--- config.mk ---
export PLATFORM = sky130hd
export DESIGN_NAME = isqrt16
export DESIGN_NICKNAME = d
export VERILOG_FILES = /design/src/rtl/isqrt16.sv
export SDC_FILE = /design/constraint.sdc
export NUM_CORES = 1
export LEC_CHECK = 0
export ABC_AREA = 1
export ABC_CLOCK_PERIOD_IN_PS = 2400
export BUFFER_PORTS_ARGS = -buffer_cell sky130_fd_sc_hd__buf_2
export CAP_MARGIN = 20
export CORE_ASPECT_RATIO = 0.6
export CORE_UTILIZATION = 30
export DETAILED_ROUTE_END_ITERATION = 8
export MAX_ROUTING_LAYER = met4
export PLACE_DENSITY_LB_ADDON = 0.15
export SYNTH_ARGS = -nofsm -noshare
export SYNTH_HDL_FRONTEND = slang
export SYNTH_SLANG_ARGS = --single-unit
--- constraint.sdc ---
create_clock -name clk_i -period 2.4 [get_ports clk_i]
set_clock_uncertainty 0.1 [all_clocks]
set_input_delay 0.12 -clock clk_i [delete_from_list [all_inputs] [get_ports clk_i]]
set_output_delay 0.12 -clock clk_i [all_outputs]
set_load 0.005 [all_outputs]
--- src/rtl/isqrt16.sv ---
// ============================================================================
// Module   : isqrt16
// Purpose  : Sequential 16-bit unsigned integer square root, one root bit per
//            clock (shift-subtract), start/busy handshake, 8-bit result.
// Revision : 1.0  initial release
// ============================================================================
`default_nettype none

module isqrt16 (
    input  logic        clk_i,
    input  logic        rst_i,
    input  logic [15:0] x_bi,
    input  logic        start_i,
    output logic        busy_o,
    output logic [7:0]  y_bo
);

    typedef enum logic [0:0] {
        IDLE = 1'b0,
        WORK = 1'b1
    } state_t;

    localparam logic [15:0] C_MASK_INIT = 16'h4000;
    localparam logic [15:0] C_MASK_LAST = 16'h0001;

    state_t      r_state, w_state_n;
    logic [15:0] r_x,     w_x_n;
    logic [15:0] r_part,  w_part_n;
    logic [15:0] r_mask,  w_mask_n;
    logic [7:0]  r_y,     w_y_n;
    logic        r_busy,  w_busy_n;

    logic [15:0] w_trial;
    logic        w_fits;

    assign w_trial = r_part | r_mask;
    assign w_fits  = (r_x >= w_trial);

    always_ff @(posedge clk_i or negedge rst_i) begin
        if (!rst_i) begin
            r_state <= IDLE;
            r_x     <= 16'h0000;
            r_part  <= 16'h0000;
            r_mask  <= 16'h0000;
            r_y     <= 8'h00;
            r_busy  <= 1'b0;
        end else begin
            r_state <= w_state_n;
            r_x     <= w_x_n;
            r_part  <= w_part_n;
            r_mask  <= w_mask_n;
            r_y     <= w_y_n;
            r_busy  <= w_busy_n;
        end
    end

    always_comb begin
        w_state_n = r_state;
        w_x_n     = r_x;
        w_part_n  = r_part;
        w_mask_n  = r_mask;
        w_y_n     = r_y;
        w_busy_n  = r_busy;

        case (r_state)
            IDLE: begin
                if (start_i) begin
                    w_x_n     = x_bi;
                    w_part_n  = 16'h0000;
                    w_mask_n  = C_MASK_INIT;
                    w_state_n = WORK;
                    w_busy_n  = 1'b1;
                end
            end
            WORK: begin
                // Subtraction is only taken when the trial value fits, so it cannot wrap.
                if (w_fits) begin
                    w_x_n    = r_x - w_trial;
                    w_part_n = (r_part >> 1) | r_mask;
                end else begin
                    w_part_n = r_part >> 1;
                end
                w_mask_n = r_mask >> 2;
                if (r_mask == C_MASK_LAST) begin
                    w_y_n     = w_part_n[7:0];
                    w_state_n = IDLE;
                    w_busy_n  = 1'b0;
                end
            end
            default: begin
                w_state_n = IDLE;
                w_busy_n  = 1'b0;
            end
        endcase
    end

    assign busy_o = r_busy;
    assign y_bo   = r_y;

endmodule

`default_nettype wire
==> impl_metrics.py <==
metrics = {
    "outcome": {
        "status": "complete, no violations",
    },
    "drt": {
        "wl_met1_mm": 4.962,
        "first_iter_violations": 228,
        "wl_mm": 8.900,
        "via_per_inst": 4.629,
        "topRoutingLayerUsed": "met4",
        "routed-wl-met2_mm": 3.464,
        "dr_wl_met3_um": 439,
        "first_pass_iters": 5,
        "detail_route.wl_per_cell_um": 13.95,
        "vias": 2953,
        "drc": 0,
        "antenna_left": 0,
    },
    "final_layout": {
        "area_growth_pct": 18.92,
        "layout.nets": 537,
        "drive_above_1_share": 0.1590,
        "fillCellCount": 1110,
        "antenna_cells": 0,
    },
    "die": {
        "core-area_um2": 10120,
        "ios": 28,
        "start_util": 0.3175,
        "rows": 28,
        "die_h_um": 82.18,
        "die_w_um": 135.6,
        "die_area_um2": 11150,
    },
    "setup_path": {
        "cpMaxStageDelayCell": "fa_2",
        "cp-start-kind": "register",
        "worst_ep_arrival_time_ps": 2450,
        "r2r-end": "r_x[14]$_DFFE_PN0P_",
        "crit_fanout": 7,
        "path_class": "reg2reg",
        "crit_path_frequent_cell": "nand2_1",
        "ff2ff_path_depth": 15,
        "ff2ff_setup_slack_ps": 90,
        "r2r-start": "r_mask[0]$_DFFE_PN0P_",
        "cp.required_ps": 2530,
        "cpPeakStageDelay_ps": 390,
        "cp_cell_sequence": "inv_2 -> nand2_2 -> ha_2 -> inv_2 -> fa_2 -> nand2_1 -> nand2_1 -> nand3_2 -> nand3_2 -> nand2_4 -> nand2_8 -> a21oi_4 -> clkbuf_16 -> nand2_1 -> nand2_1",
        "crit_path_end_kind": "register",
    },
    "min_path": {
        "min_path_cells": 5,
        "hp-start": "x_bi[1]",
        "holdPathEnd": "r_x[1]$_DFFE_PN0P_",
        "hp-class": "in2reg",
    },
    "timing": {
        "worst_slew_pin_slew_ps": 565.5,
        "slew_headroom": 0.6207,
        "slew_violations": 0,
        "timing.final.crit_period_ps": 2315,
        "fmax_mhz": 432.0,
        "hold_viol": 0,
        "setup_viol": 0,
        "setup_tns_ps": 0,
        "fin_crit_sh": 0.9645,
    },
    "cts": {
        "cts.clk_slew.worst_paths_ps": 70,
        "cts_buffer_depth": 2,
        "cts.sinks": 49,
        "root_buffer": "clkbuf_16",
        "cts_buffers": 5,
        "cts_tree": "built",
        "insertion_delay_ps": 290,
        "htree_levels": 2,
    },
    "yosys": {
        "yosysSeqAreaShare": 0.3815,
        "yosysMostFrequentCell": "nand2_1",
        "synth.largest_area_cell": "dfrtp_1",
        "synthTopCellsByCount": "nand2_1, inv_1, dfrtp_1, nand3_1, nor2_1",
        "syn_area_um2": 3214,
        "ys_types": 31,
        "syn_inst": 461,
        "synth_edf_count": 0,
        "synthDominantCellAreaShare": 0.3815,
        "synth_flop_cell": "dfrtp_1",
        "yosys_warnings": 0,
        "postSynth.asyncResetShare": 1.000,
        "syn_area_per_cell_um2": 6.973,
        "ys_ff_latch": 49,
        "syn_nets": 496,
        "synth.area.top_cells": "dfrtp_1, nand2_1, inv_1, ha_1, nand3_1",
    },
    "global_route": {
        "grt_pass1_vias": 2794,
        "grt_pass1_wl_mm": 14.50,
        "antenna_found_initial": 0,
        "grt_max_degree": 27,
        "track_usage": 0.1764,
        "gr-total-overflow": 0,
    },
    "placement": {
        "dp_hpwl_mm": 6.772,
        "gp_congestion": 0.9017,
        "io_buffer_count": 27,
    },
    "run": {
        "drv_cap": 0,
    },
}
## registers in the layout (all words and copies together), names as in the netlist
name / cells
r_x: 16
r_part: 15
r_mask: 8
y_bo: 8
busy_o: 1
r_state: 1
## metal layers
metal	track usage	up-vias
met1	0.2585	1349
met2	0.2526	68
met4	0.02472	0
met5	-	-
met3	0.03480	5
li1	-	1531
## final cells by class
class	instances	area, um^2	share of cell area
Multi-Input combinational cell	331	1714	0.4484
Tap cell	135	168.9	0.04419
Clock buffer	6	138.9	0.03633
Sequential cell	49	1226	0.3208
Clock inverter	2	13.76	0.003601
Inverter	72	270.3	0.07070
Timing Repair Buffer	43	290.3	0.07594
## how the worst max path moves through the flow
stage / start / end / slack [ps] / depth (start not counted)
2_1_floorplan: r_mask[0]$_DFFE_PN0P_ / r_x[1]$_DFFE_PN0P_ / 330 / 15
3_5_place_dp: r_mask[0]$_DFFE_PN0P_ / r_x[0]$_DFFE_PN0P_ / 100 / 15
4_1_cts: r_mask[0]$_DFFE_PN0P_ / r_x[0]$_DFFE_PN0P_ / 90 / 15
6_report: r_mask[0]$_DFFE_PN0P_ / r_x[14]$_DFFE_PN0P_ / 90 / 15
3_3_place_gp: r_mask[0]$_DFFE_PN0P_ / r_x[0]$_DFFE_PN0P_ / 150 / 15
5_1_grt: r_mask[0]$_DFFE_PN0P_ / r_x[15]$_DFFE_PN0P_ / -10 / 15
## layout by cell type (no fill, tap or decap), types with 4 or more instances in the layout
cell	Yosys	layout
clkbuf_16	0	6
a21oi_1	10	10
inv_1	67	64
dfrtp_1	49	49
o21ai_1	4	4
nand4_1	4	4
buf_4	0	12
nand2_2	5	5
o22ai_1	12	12
ha_1	15	13
nor2_1	27	27
nand2_1	178	177
o21ai_0	18	18
buf_2	3	27
inv_2	4	7
nand3_1	29	29
## worst max-delay path: cells and delay by family (launching register included)
family / cells / cell delay, ps
simple gates: 9 / 730
buf+inv: 3 / 290
compound gates: 1 / 230
fa+ha+maj: 2 / 550
flops: 1 / 360
## per-stage QoR
stage          area (um^2)  instances  utilization  hold WS [ps]  worst slack [ps]
2_1_floorplan         3214        461            -        -275.6             329.8
3_3_place_gp          3520        619       0.3476         47.98             154.8
3_5_place_dp          3520        619       0.3476         50.91             99.84
4_1_cts               3692        629       0.3647         43.90             87.78
5_1_grt               3822        638       0.3775         58.83            -10.93
6_report              3822        638       0.3775         43.80             85.22
## kinds of logic after synthesis
family,synth area share
xor gates and xnor gates,0.005451
DFF,0.3815
AOI/OAI and AO/OA,0.09771
adders and majority gates,0.06462
buffers and inverters,0.1016
and+or+nand+nor,0.3492
## repair_timing
item | 4_1_cts | 5_1_grt
hold buffers | 2 | 0
setup endpoints to repair | 0 | 20
endpoints found under the hold margin | 23 | 0
gates resized for setup | 0 | 11
setup buffers | 0 | 7
Power is not shown: default switching activity piles up to over one toggle a cycle in this logic, so the estimate is an artifact.
